[src/rtl/uart_host_sequencer.sv]
// Bus-side initiator for the UART core: TX bytes become one-cycle write strobes, RXRDY polls become read strobes into a local RX FIFO.
// TX byte reaches the UART one cycle after acceptance; a full RX FIFO stalls reads and the UART keeps holding its byte.
module uart_host_sequencer #(
  parameter int RX_DEPTH = 16,
  parameter int HOLDOFF  = 3
) (
  input  logic       CLK,
  input  logic       aresetn,
  input  logic [7:0] tx_data,
  input  logic       tx_valid,
  output logic       tx_ready,
  output logic [7:0] rx_data,
  output logic       rx_perr,
  output logic       rx_ferr,
  output logic       rx_valid,
  input  logic       rx_ready,
  output logic       ovf_seen,
  input  logic       clr_status,
  output logic       uart_csn,
  output logic       uart_wen,
  output logic       uart_oen,
  output logic [7:0] uart_din,
  input  logic       uart_txrdy,
  input  logic       uart_rxrdy,
  input  logic [7:0] uart_dout,
  input  logic       uart_perr,
  input  logic       uart_ferr,
  input  logic       uart_ovf
);

  localparam int             AW        = $clog2(RX_DEPTH);
  localparam int             PW        = AW + 1;
  localparam logic [3:0]     HOLD_LOAD = 4'(HOLDOFF - 1);
  localparam logic [PW-1:0]  DEPTH_P   = PW'(RX_DEPTH);

  typedef enum logic [1:0] {IDLE, WR_STB, RD_STB, HOLD} state_e;

  state_e        state_q, state_d;
  logic [3:0]    cnt_q, cnt_d;
  logic          last_rx_q, last_rx_d;
  logic [7:0]    din_q, din_d;
  logic          csn_q, wen_q, oen_q;
  logic          ovf_q, ovf_d;
  logic          ovf_set;
  logic          push, pop;
  logic          rd_req, wr_req;

  logic [9:0]    mem_q [RX_DEPTH];
  logic [PW-1:0] wr_ptr_q, rd_ptr_q;
  logic [PW-1:0] count;
  logic [9:0]    head;

  assign count  = wr_ptr_q - rd_ptr_q;
  assign rd_req = uart_rxrdy & (count < DEPTH_P);
  assign wr_req = tx_valid & uart_txrdy;

  always_comb begin
    state_d   = state_q;
    cnt_d     = cnt_q;
    last_rx_d = last_rx_q;
    din_d     = din_q;
    tx_ready  = 1'b0;
    push      = 1'b0;
    ovf_set   = 1'b0;
    case (state_q)
      IDLE: begin
        // On contention the grant alternates; after reset RX wins first.
        if (rd_req && (!wr_req || !last_rx_q)) begin
          state_d   = RD_STB;
          last_rx_d = 1'b1;
        end else if (wr_req) begin
          state_d   = WR_STB;
          last_rx_d = 1'b0;
          tx_ready  = 1'b1;
          din_d     = tx_data;
        end
      end
      WR_STB, RD_STB: begin
        if (state_q == RD_STB) begin
          push    = 1'b1;
          ovf_set = uart_ovf;
        end
        if (HOLDOFF == 1) begin
          state_d = IDLE;
        end else begin
          state_d = HOLD;
          cnt_d   = HOLD_LOAD;
        end
      end
      HOLD: begin
        // Exiting at count 1 leaves IDLE as the last quiet cycle before the next strobe.
        if (cnt_q <= 4'd1) begin
          state_d = IDLE;
          cnt_d   = 4'd0;
        end else begin
          cnt_d = 4'(cnt_q - 4'd1);
        end
      end
      default: state_d = IDLE;
    endcase
  end

  assign ovf_d = ovf_set ? 1'b1 : (clr_status ? 1'b0 : ovf_q);
  assign pop   = rx_valid & rx_ready;

  always_ff @(posedge CLK or negedge aresetn) begin
    if (!aresetn) begin
      state_q   <= IDLE;
      cnt_q     <= 4'd0;
      last_rx_q <= 1'b0;
      din_q     <= 8'd0;
      csn_q     <= 1'b1;
      wen_q     <= 1'b1;
      oen_q     <= 1'b1;
      ovf_q     <= 1'b0;
      wr_ptr_q  <= '0;
      rd_ptr_q  <= '0;
    end else begin
      state_q   <= state_d;
      cnt_q     <= cnt_d;
      last_rx_q <= last_rx_d;
      din_q     <= din_d;
      csn_q     <= !((state_d == WR_STB) || (state_d == RD_STB));
      wen_q     <= !(state_d == WR_STB);
      oen_q     <= !(state_d == RD_STB);
      ovf_q     <= ovf_d;
      if (push) wr_ptr_q <= PW'(wr_ptr_q + 1'b1);
      if (pop)  rd_ptr_q <= PW'(rd_ptr_q + 1'b1);
    end
  end

  always_ff @(posedge CLK) begin
    if (push) mem_q[wr_ptr_q[AW-1:0]] <= {uart_perr, uart_ferr, uart_dout};
  end

  assign head     = mem_q[rd_ptr_q[AW-1:0]];
  assign rx_valid = (count != '0);
  // Outputs are forced to zero while empty so reset and drained states read cleanly.
  assign {rx_perr, rx_ferr, rx_data} = rx_valid ? head : 10'd0;

  assign ovf_seen = ovf_q;
  assign uart_csn = csn_q;
  assign uart_wen = wen_q;
  assign uart_oen = oen_q;
  assign uart_din = din_q;

endmodule
[config.mk]
export PLATFORM = sky130hd
export DESIGN_NAME = uart_host_sequencer
export DESIGN_NICKNAME = d
export VERILOG_FILES = /design/src/rtl/uart_host_sequencer.sv
export SDC_FILE = /design/constraint.sdc
export NUM_CORES = 1
export LEC_CHECK = 0
export ABC_AREA = 1
export CAP_MARGIN = 20
export CORE_MARGIN = 2
export CORE_UTILIZATION = 50
export CTS_BUF_LIST = sky130_fd_sc_hd__clkbuf_8
export CTS_CLUSTER_DIAMETER = 30
export CTS_CLUSTER_SIZE = 24
export DETAILED_ROUTE_END_ITERATION = 7
export PLACE_DENSITY_LB_ADDON = 0.05
export SYNTH_ARGS = -nofsm -noshare
export SYNTH_HDL_FRONTEND = slang
export SYNTH_SLANG_ARGS = --single-unit
[constraint.sdc]
create_clock -name CLK -period 6.5 [get_ports CLK]
set_clock_uncertainty 0.05 [all_clocks]
set_input_delay 0.975 -clock CLK [delete_from_list [all_inputs] [get_ports CLK]]
set_output_delay 0.975 -clock CLK [all_outputs]
set_load 0.005 [all_outputs]
==> out/results.txt, run 1 <==
DRT Pass-1 Iters = 5
Hold WC Path Type = reg2reg
Horiz. Die Dim = 132 um
CP cell instances = inv_1 -> ha_1 -> a21oi_1 -> nand2_1 -> nand2_1 -> nand2_1 -> nand3_4 -> inv_2 -> nor2_1 -> clkdlybuf4s50_1
Max-slew violations = 0
Post-synth EDFFs = 160
Seq cells post-synth = 189
RSZ-0062 raised after global routing = no
Post-CTS setup buffers = 0
CTS-repair resized insts = 0
FF-to-FF setup slack = 3650 ps
Hold buffer count at cts = 0
Max incr delay on CP = 770 ps
Pin count of the biggest net entering global routing = 66
CP Launch Type = register
Slew HR = 27.6%
Critical path type = reg2out
Count of cell types in the netlist = 30
Post-route clock period utilization = 69.6%
Area Overhead vs Synth = 13.6%
Outcome = complete, no violations
Post-synthesis cell count = 739
Slew @ Worst Pin = 1080 ps
Worst-path clk slew = 90 ps
Final hold violations = 0
Congestion Overflow GR = 0
I/O Pins = 50
Placer congestion estimate = 0.803
CP arrival = 3500 ps
Async SR Flop Fraction = 15.3%
Die Ht = 132 um
First-pass GRT wire length = 29200 um
Clk Latency, worst-skew pair = 460 ps
Vias = 5478
Worst Path Max Fanout = 16
Core Area = 15900 sq um
Post-DP HPWL = 11900 um
PortBufs = 49
Via-to-Cell Ratio = 5.38
CTS HTree Levels = 4
Min cycle time layout = 4530 ps
Post-DRT Antenna Nets = 0
Synth Cell Area = 8140 sq um
Total track usage = 22.1%
Worst path slowest cell = dfrtp_1
Top area cells in the synthesized netlist = edfxtp_1, nand2_1, nand3_1, dfrtp_1, ha_1
Top_reg_cell synth = edfxtp_1
Clock buffer depth = 2
Worst setup EP type = primary output
Peak VDD IR = 230 uV
Die Area = 17300 sq um
Synth Warn # = 0
Pwr Density = 440 nW/um^2
Layout cell share with drive strength beyond 1 = 7.47%
Synthesized area per cell = 11.0 sq um
Vias in the first global route = 5486
Power, Total = 4.07 mW
Drt drc = 0
Initial antenna violation count = 0
Initial DRC count = 436
Layout Nets = 834
Total wire length = 18500 um
Initial Util = 51.2%
Antenna Cells = 0
Post-synth top area cell = edfxtp_1
Leakage = 3.64 nW
Most common cell on crit path = nand2_1
Syn nets = 783
Worst endpoint required time = 5470 ps
Mean routed wirelength per cell = 18.2 um
CTS tree = done
# setup viols final = 0
Max Cap Viol = 0
Setup TNS = 0 ps
Seq/Total Area, Yosys = 68.0%
Yosys top cell area share = 59.0%
Top achievable clock speed = 0.221 GHz
CTS buffer count = 17
Clk root buf = clkbuf_8
Rows = 46
CTS Sinks = 189
==> worst max-delay path, delay by kind of cell (launching register included) <==
family | cells | cell delay [ps]
buffers and inverters | 3 | 1090
flip-flops | 1 | 770
AND/OR/NAND/NOR | 5 | 530
adder cells (fa/ha/maj) | 1 | 440
AO/OA/AOI/OAI | 1 | 210
==> cells by family after synthesis <==
| group | after synthesis | synth area share [%] |
|---|---|---|
| simple gates | 448 | 23.9 |
| buf+inv | 64 | 3.57 |
| compound gates | 11 | 0.707 |
| flops | 189 | 68.0 |
| xor+xnor | 9 | 0.968 |
| fa+ha+maj | 18 | 2.86 |
==> cells in the mapped netlist, types with 2 or more instances <==
cell and count:
ha_1 17, inv_1 27, nor2_1 33, clkbuf_1 8, a21oi_1 3, nand2_2 6, nand3_1 140, nand2_1 258
o21ai_0 5, buf_4 5, inv_2 4, buf_2 19, nand2_4 2, nand3_4 2, dfstp_2 3, dfrtp_1 26
xor2_1 9, edfxtp_1 160
==> layer usage <==
metal	GRT usage [%]	up-vias	routed length, um
li1	-	2607	-
met2	37.6	122	9210
met4	6.10	0	235
met1	29.5	2726	8350
met3	3.70	23	743
met5	0	-	0
==> through the flow <==
stage | area (sq um) | hold WS, ps | std cells | utilization (%) | setup slack, ps
2_1_floorplan | 8140 | 413 | 739 | - | 3650
3_3_place_gp | 8790 | 403 | 979 | 55.3 | 2540
3_5_place_dp | 8860 | 408 | 986 | 55.8 | 2490
4_1_cts | 9240 | 438 | 1018 | 58.2 | 1960
5_1_grt | 9250 | 454 | 1019 | 58.2 | 1700
6_report | 9250 | 430 | 1019 | 58.2 | 1970
==> sequential cells by signal, indices dropped and copies added, names as in the netlist <==
| signal | count |
|---|---|
| uart_wen | 1 |
| rd_ptr_q | 5 |
| wr_ptr_q | 5 |
| uart_csn | 1 |
| cnt_q | 4 |
| last_rx_q | 1 |
| mem_q | 160 |
| uart_din | 8 |
| uart_oen | 1 |
| state_q | 2 |
| ovf_seen | 1 |
==> cell type report <==
| class | count | area [sq um] |
|---|---|---|
| clock buffer | 17 | 234 |
| clock inverter | 15 | 141 |
| fill | 1347 | 6640 |
| inverter | 31 | 116 |
| multi-input combinational | 486 | 2320 |
| sequential | 189 | 5540 |
| tap | 216 | 270 |
| timing repair buffer | 65 | 633 |
==> placed cells by master, fill, tap and decap left out, types with 2 or more instances in the layout <==
master and n:
clkdlybuf4s50_1 49, o21ai_0 5, nor2_1 33, nand2_2 6
clkinv_1 4, xor2_1 9, nand3_1 140, ha_1 17
clkbuf_8 17, nand2_1 258, dfrtp_1 25, inv_1 33
edfxtp_1 160, nand2_4 2, bufinv_16 3, dfstp_2 3
a21oi_1 3, inv_2 4, buf_4 10, buf_6 6
nand3_4 2
==> report_power, final <==
part           internal [mW]  switching [mW]  total [mW]
registers               1.48           0.109        1.59
clock network          0.366           0.382       0.749
logic                  0.649            1.08        1.73
==> worst paths after layout <==
check                      cells past startpoint          end        start
max                                           10      rx_ferr  rd_ptr_q[2]
min                                            2  uart_din[6]  uart_din[6]
max reg2reg                                   12     uart_csn  rd_ptr_q[2]
min reg2reg                                    2  uart_din[6]  uart_din[6]
max in group asynchronous                      2     uart_wen      aresetn
min in group asynchronous                      2  uart_din[1]      aresetn
(Power assumes the default switching activity.)
==> inputs of run 2 (changes only) <==
==> constraint.sdc (replaced) <==
create_clock -name CLK -period 3.69 [get_ports CLK]
set_clock_uncertainty 0.05 [all_clocks]
set_input_delay 0.5535 -clock CLK [delete_from_list [all_inputs] [get_ports CLK]]
set_output_delay 0.5535 -clock CLK [all_outputs]
set_load 0.005 [all_outputs]
==> out/results.txt, run 2 (synthesized netlist as in run 1, its figures left out) <==
Outcome = complete, no violations (unchanged)
Max FFs per register = 160 (unchanged)
Critical Path Start = wr_ptr_q[0] (was rd_ptr_q[2])
Fin area = 9360 sq um (was 9250 sq um)
Mean routed wirelength per cell = 18.0 um (was 18.2 um)
Via-to-Cell Ratio = 5.30 (was 5.38)
Layout Nets = 845 (was 834)
Critical path type = reg2out (unchanged)
# setup viols final = 0 (unchanged)
Placer congestion estimate = 0.843 (was 0.803)
Rows = 46 (unchanged)
CTS buffer count = 17 (unchanged)
PortBufs = 49 (unchanged)
Worst r2r src = state_q[0] (was rd_ptr_q[2])
Layout cell share with drive strength beyond 1 = 9.46% (was 7.47%)
Congestion Overflow GR = 0 (unchanged)
Max-slew violations = 0 (unchanged)
Post-DRT Antenna Nets = 0 (unchanged)
Net switching power = 2.82 mW (was 1.57 mW)
Post-DP HPWL = 11600 um (was 11900 um)
Pwr Density = 784 nW/um^2 (was 440 nW/um^2)
Horiz. Die Dim = 132 um (unchanged)
Pin count of the biggest net entering global routing = 55 (was 66)
Post-CTS setup buffers = 0 (unchanged)
Worst-path clk slew = 90 ps (about the same)
Hold Crit Start = uart_din[1] (was uart_din[6])
Die Ht = 132 um (unchanged)
DRT Pass-1 Iters = 4 (was 5)
Die Area = 17300 sq um (unchanged)
Total track usage = 22.3% (was 22.1%)
Final Non-Filler Cells = 1030 (was 1019)
Power Internal = 4.52 mW (was 2.50 mW)
Initial DRC count = 407 (was 436)
RSZ-0062 raised after global routing = no (unchanged)
Hold Crit Endpoint = uart_din[1] (was uart_din[6])
Hold Crit Depth = 2 (unchanged)
Worst R2R Path Depth = 5 (was 12)
Switching share of power = 38.4% (was 38.6%)
First-pass GRT wire length = 29100 um (was 29200 um)
Final hold violations = 0 (unchanged)
Post-route clock period utilization = 93.5%
Peak VDD IR = 828 uV (was 230 uV)
Slew HR = 29.7% (was 27.6%)
Clk root buf = clkbuf_8 (unchanged)
CTS HTree Levels = 4 (unchanged)
Combinational Power Share = 43.1% (was 42.5%)
Worst setup EP type = primary output (unchanged)
Placed inst area = 8920 sq um (was 8860 sq um)
Slew @ Worst Pin = 1050 ps (was 1080 ps)
Min cycle time layout = 3450 ps
Most common cell after layout, fill and taps aside = nand2_1 (unchanged)
Max Cap Viol = 0 (unchanged)
Top achievable clock speed = 0.290 GHz
FF-to-FF setup slack = 1300 ps (was 3650 ps)
Worst endpoint required time = 3090 ps (was 5470 ps)
Post-Route Utilization = 58.9% (was 58.2%)
Hold WC Path Type = reg2reg (unchanged)
Clock buffer depth = 2 (unchanged)
CTS tree = done (unchanged)
CP arrival = 2850 ps (was 3500 ps)
Commonest non-fill, non-tap cells in the layout = nand2_1, edfxtp_1, nand3_1 (unchanged)
Vias in the first global route = 5352 (was 5486)
Clk Latency, worst-skew pair = 460 ps (about the same)
Sequential group share of total power = 37.5% (was 39.1%)
Worst Path Max Fanout = 10 (was 16)
I/O Pins = 50 (unchanged)
Drt drc = 0 (unchanged)
Initial antenna violation count = 0 (unchanged)
Setup TNS = 0 ps (unchanged)
Leakage = 3.68 nW (was 3.64 nW)
Total wire length = 18500 um (about the same)
Placed Instances = 996 (was 986)
Core Area = 15900 sq um (unchanged)
Initial Util = 51.2% (unchanged)
CTS Sinks = 189 (unchanged)
Antenna Cells = 0 (unchanged)
Area Overhead vs Synth = 14.9% (was 13.6%)
Vias = 5459 (was 5478)
Clock share of power = 19.3% (was 18.4%)
Power, Total = 7.34 mW (was 4.07 mW)
CP Launch Type = register (unchanged)
Reg2reg end = mem_q[3][1] (was uart_csn)
## run 2: cell types whose count changed in the layout (fill, tap and decap cells not counted), moves of 4 or more
cell / change
buf_4: +16
buf_6: -5
inv_1: -5
clkinvlp_4: +4
## run 2: worst max-delay path by stage
stage	endpoint	slack [ps]	depth (start not counted)
floorplan	rx_data[0]	1260	8
global placement	rx_ferr	740	13
detailed placement	rx_perr	650	9
CTS	rx_perr	130	9
global route	rx_perr	20	12
finish	rx_data[7]	240	12
## run 2: stage by stage
step | worst slack, ps | hold WS [ps]
4_1_cts | 135 | 445
3_5_place_dp | 652 | 420
2_1_floorplan | 1260 | 208
3_3_place_gp | 736 | 404
6_report | 239 | 437
5_1_grt | 17.8 | 470
## run 2: worst max-delay path, cell delays in order, from the launching register on
cell and delay [ps]:
dfrtp_2 450, inv_1 110, ha_1 150, inv_1 60
fa_1 380, nand2_1 110, nand2_2 80, nand3_2 100
nand2_4 80, nand3_4 140, inv_4 90, nor2_1 120
clkdlybuf4s50_1 520
## run 2: metal layers
layer / global-route usage [%] / share of wire, %
met3: 3.94 / 4.0
met5: 0 / 0
met1: 30.2 / 45
met2: 36.0 / 49
met4: 8.57 / 2.3
## run 2: power by group through the flow
stage | combinational, mW | sequential (mW) | clock [mW]
final | 3.16 | 2.75 | 1.42
after global routing | 3.53 | 2.78 | 1.53
after CTS | 3.19 | 2.75 | 1.45
after detailed placement | 3.17 | 2.80 | 0
after global placement | 3.11 | 2.79 | 0
after floorplan | 2.01 | 2.77 | 0
## run 2: cell type report
class | count | area (sq um)
clock inverter | 15 | 179
timing repair buffer | 76 | 697
inverter | 31 | 119
sequential | 189 | 5540
clock buffer | 17 | 234
fill | 1344 | 6530
multi-input combinational | 486 | 2320
tap | 216 | 270
## run 2: timing repair
action,4_1_cts,5_1_grt
gates resized for setup,0,3
hold buffers,0,0
setup endpoints to repair,0,10
